$ cat config.mk
export PLATFORM = sky130hd
export DESIGN_NAME = cic_filter
export DESIGN_NICKNAME = d
export VERILOG_FILES = /design/src/rtl/cic_filter.sv
export SDC_FILE = /design/constraint.sdc
export NUM_CORES = 1
export LEC_CHECK = 0
export CELL_PAD_IN_SITES_DETAIL_PLACEMENT = 2
export CELL_PAD_IN_SITES_GLOBAL_PLACEMENT = 2
export CORE_MARGIN = 4
export CORE_UTILIZATION = 43
export DETAILED_ROUTE_END_ITERATION = 6
export PLACE_DENSITY = 0.9
export SLEW_MARGIN = 40
export SYNTH_ARGS = -nofsm -noshare
export SYNTH_HDL_FRONTEND = slang
export SYNTH_SLANG_ARGS = --single-unit
$ cat constraint.sdc
create_clock -name clk -period 21.8 [get_ports clk]
set_clock_uncertainty 0.1 [all_clocks]
set_input_delay 4.36 -clock clk [delete_from_list [all_inputs] [get_ports clk]]
set_output_delay 4.36 -clock clk [all_outputs]
set_load 0.1 [all_outputs]
$ cat src/rtl/cic_filter.sv
// -----------------------------------------------------------------------------
// cic_filter
//   Three-stage Hogenauer CIC decimator with differential delay 1 and a
//   programmable power-of-two decimation ratio R = 2^os_sel (1..128).
//   The integrators run on every clk.
//   The combs and the output register advance only on an output event:
//   a clk_div strobe, or every cycle when os_sel = 0.
//   The comb result is divided by R^3 with an arithmetic shift, so the DC
//   gain is exactly 1.
//
// Ports
//   clk      : full-rate sample clock, the only clock
//   reset_n  : asynchronous, active-low reset of all state and the output
//   clk_div  : one-cycle decimation strobe (ignored when os_sel = 0)
//   os_sel   : decimation select, R = 2^os_sel, quasi-static
//   data_in  : signed input sample, taken on every rising clk edge
//   data_out : signed decimated output, registered and held between events
// -----------------------------------------------------------------------------
module cic_filter #(
  parameter int DW = 16
) (
  input  logic          clk,
  input  logic          reset_n,
  input  logic          clk_div,
  input  logic [2:0]    os_sel,
  input  logic [DW-1:0] data_in,
  output logic [DW-1:0] data_out
);

  localparam int NSTAGES = 3;
  // Bit growth for 3 stages at R = 128 is 3 * 7 = 21 bits.
  localparam int GROWTH  = 21;
  localparam int W       = DW + GROWTH;

  // ---------------------------------------------------------------------------
  // Integrator section
  // All sums wrap modulo 2^W on purpose. The comb differences cancel the
  // wrap as long as the true filter output fits in W bits, and it always
  // does because of the growth allowance above.
  // ---------------------------------------------------------------------------
  logic signed [W-1:0] data_ext;
  logic signed [W-1:0] integ_reg [NSTAGES];

  assign data_ext = {{GROWTH{data_in[DW-1]}}, data_in};

  always_ff @(posedge clk or negedge reset_n) begin
    if (!reset_n) begin
      for (int k = 0; k < NSTAGES; k++) begin
        integ_reg[k] <= '0;
      end
    end else begin
      integ_reg[0] <= integ_reg[0] + data_ext;
      for (int k = 1; k < NSTAGES; k++) begin
        integ_reg[k] <= integ_reg[k] + integ_reg[k-1];
      end
    end
  end

  // ---------------------------------------------------------------------------
  // Comb section
  // The combs are evaluated combinationally from the newest integrator value.
  // The comb delay registers only capture on an output event. This makes the
  // differential delay one decimated sample, i.e. R input samples.
  // ---------------------------------------------------------------------------
  logic                out_event;
  logic signed [W-1:0] dly_reg [NSTAGES];
  logic signed [W-1:0] c1;
  logic signed [W-1:0] c2;
  logic signed [W-1:0] c3;

  // With os_sel = 0 the strobe is meaningless, so every edge is an event.
  assign out_event = (os_sel == 3'd0) | clk_div;

  assign c1 = integ_reg[NSTAGES-1] - dly_reg[0];
  assign c2 = c1 - dly_reg[1];
  assign c3 = c2 - dly_reg[2];

  // ---------------------------------------------------------------------------
  // Gain normalisation
  // The CIC gain is R^3 = 2^(3*os_sel). The shift amount is formed as
  // 2*os_sel + os_sel, which fits in 5 bits (maximum 21).
  // Only the low DW bits of the shifted result are kept. They are exact,
  // because the normalised output cannot exceed the input range.
  // ---------------------------------------------------------------------------
  logic [4:0]    shift_amt;
  logic [DW-1:0] data_out_next;

  assign shift_amt     = {1'b0, os_sel, 1'b0} + {2'b00, os_sel};
  assign data_out_next = DW'(c3 >>> shift_amt);

  always_ff @(posedge clk or negedge reset_n) begin
    if (!reset_n) begin
      for (int k = 0; k < NSTAGES; k++) begin
        dly_reg[k] <= '0;
      end
      data_out <= '0;
    end else if (out_event) begin
      dly_reg[0] <= integ_reg[NSTAGES-1];
      dly_reg[1] <= c1;
      dly_reg[2] <= c2;
      data_out   <= data_out_next;
    end
  end

endmodule

==> results.tsv <==
stage	metric	value	unit
critical_path	crit_arrival	9870	ps
logic_synthesis	syn_inst	2353	
critical_path	crit_slowest_cell	fa_1	
critical_path	critPathMostFrequentCell	a21o_1	
drt	detail_route.first_pass.iterations	5	
cts	clk_pin_slew_worst_paths	60	ps
logic_synthesis	syn_nets	2601	
sta	setup_viol	0	
sta	hold_violations	0	
sta	tns	0	ps
sta	maxSlewHeadroom	50.3	%
cts	htreeDepth	1	
die	core.rowCount	79	
logic_synthesis	synth_area_leaders	dfrtp_1, ha_1, xnor2_1	
sta	period_needed	9510	ps
drt	drcViolationCount	0	
cts	cts_setup_buffers	0	
cts	clockRootBuffer	clkbuf_16	
cts	clkSinkCount	238	
sta	rsz0062_at_grt	no	
global_route	grt_max_degree	99	
worst_hold_path	hold_class	register to register	
die	die_h	224	um
die	die_w	224	um
logic_synthesis	yosysSeqAreaShare	29.6	%
logic_synthesis	synthArstFlopShare	100	%
drt	met3_length	2.74	mm
cts	cts-buffers-inserted	30	
die	io_pins	38	
critical_path	crit_required	22170	ps
sta	timing.fmax	105	MHz
cts	clk_path_buf_depth	3	
logic_synthesis	synth_ff_type	dfrtp_1	
cts	cts_tree	built	
layout	fillers	5079	
drt	wl_per_cell	28.1	um
logic_synthesis	yosys_warnings	0	
run_status	run_status	completed	
logic_synthesis	avgSynthCellArea	8.56	um2
layout	n_antenna_cell	0	
drt	met1_length	33.2	mm
placement	port_buffers	37	
logic_synthesis	synth_cell_types	82	
placement	gp_congestion	0.877	
layout	nets	2616	
logic_synthesis	ys_ff_latch	238	
layout	area_growth	9.97	%
die	start_util	43.3	%
critical_path	cpPeakStageDelay	460	ps
critical_path	cp_max_fo	11	
sta	min_period_over_period	43.6	%
global_route	grt_usage	33.0	%
die	dieArea	50300	um2
drt	vias	19232	
cts	ctsResizeCount	0	
job	cap_violations	0	
die	coreArea	46500	um2
placement	dp_hpwl	53.2	mm
logic_synthesis	yosysTopAreaCell	dfrtp_1	
drt	dr_wl_met2	44.2	mm
logic_synthesis	synth_most_common_cell	dfrtp_1	
cts	clk_latency	630	ps
critical_path	critPathLaunchType	register	
drt	wirelength	84.1	mm
global_route	grt_pass1_vias	22317	
logic_synthesis	synth_edf_count	0	
logic_synthesis	syn_area	20100	um2
global_route	grt-ovfl-total	0	
logic_synthesis	post-synth-top-area-fraction	29.6	%
sta	finalMaxSlewViolations	0	
global_route	grt_pass1_wl	134	mm
logic_synthesis	synth_common_cells	dfrtp_1, ha_1, nand2_1	
critical_path	end_kind	register	
critical_path	path_class	register to register	
cts	ctsHoldBuffers	0	
drt	drtIter0Drc	1331	
layout	layout-drive-gt1-share	6.11	%
drt	ant_nets	0	
global_route	grt_antenna_before_repair	0	
drt	top_layer	met4	
drt	vias_per_cell	6.41	
sta	worst_pin_slew	726	ps
==> cell usage in the layout (no fill, tap or decap), drive strengths merged, types with 8 or more instances in the layout <==
master / Yosys / final
dfrtp: 238 / 238
ha: 219 / 219
nand2: 215 / 215
a21oi: 205 / 205
o21ai: 198 / 198
inv: 162 / 162
nor2: 160 / 160
xnor2: 139 / 139
a21o: 96 / 96
xor2: 63 / 63
nor3: 43 / 43
clkbuf: 53 / 43
a211oi: 41 / 41
o21a: 40 / 40
nor2b: 36 / 36
mux2i: 35 / 35
buf: 15 / 31
nand2b: 29 / 29
and3: 29 / 29
o21bai: 28 / 28
nand3: 27 / 27
mux2: 25 / 25
a31oi: 25 / 25
o211ai: 20 / 20
clkdlybuf4s50: 0 / 20
nand4: 14 / 14
and2: 14 / 14
o31ai: 11 / 11
a221oi: 10 / 10
or3: 10 / 10
a21boi: 9 / 9
nor3b: 9 / 9
o31a: 9 / 9
nor4: 9 / 9
clkinv: 1 / 9
a41oi: 8 / 8
or2: 8 / 8
==> worst max-delay path, delay by kind of cell (launching register included) <==
family / cells / cell delay [ps]
buf+inv: 2 / 210
compound gates: 20 / 5080
simple gates: 9 / 1460
fa+ha+maj: 4 / 1490
flops: 1 / 400
xor+xnor: 3 / 560
==> area by class of cell <==
| class | instances | area (um2) | area share [%] |
|---|---|---|---|
| well taps | 607 | 759 | 3.43 |
| inverters | 163 | 612 | 2.76 |
| clock buffers | 43 | 880 | 3.97 |
| flip-flops and latches | 238 | 5960 | 26.9 |
| clock inverters | 12 | 149 | 0.673 |
| multi-input cells | 1884 | 13300 | 60.3 |
| repair buffers | 51 | 444 | 2.01 |
==> stage by stage <==
stage / cells / setup slack (ps) / hold slack [ps] / utilization, % / cell area [um2]
final: 2998 / 12290 / 411 / 47.7 / 22100
after global routing: 2998 / 11750 / 433 / 47.7 / 22100
after CTS: 2998 / 12410 / 415 / 47.6 / 22100
after detailed placement: 2943 / 13120 / 376 / 45.4 / 21100
after global placement: 2941 / 13220 / 366 / 45.5 / 21100
after floorplan: 2353 / 14070 / 350 / - / 20100
==> worst paths after layout <==
check                             start        endpoint  slack [ps]  cells after the start
max reg2reg                integ_reg[0]     data_out[7]       12290                     38
min in group asynchronous       reset_n      dly_reg[0]        3550                      1
min reg2reg                 data_out[3]     data_out[3]         410                      1
max                        integ_reg[0]     data_out[7]       12290                     38
min                         data_out[3]     data_out[3]         410                      1
max in group asynchronous       reset_n  integ_reg[110]       16670                      3
==> kinds of logic after synthesis <==
group                      share of synthesized area, %
xor gates and xnor gates                           8.99
muxes                                              3.92
AOI/OAI and AO/OA                                  24.4
adders and majority gates                          14.3
buffers and inverters                              4.37
and+or+nand+nor                                    14.4
DFF                                                29.6
==> per-layer routing <==
layer	vias to the layer above	global-route usage (%)
li1	8490	-
met1	9909	37.8
met2	550	62.1
met3	283	3.56
met4	0	14.1
met5	-	0
Power is not shown: default switching activity piles up to over one toggle a cycle in this logic, so the estimate is an artifact.
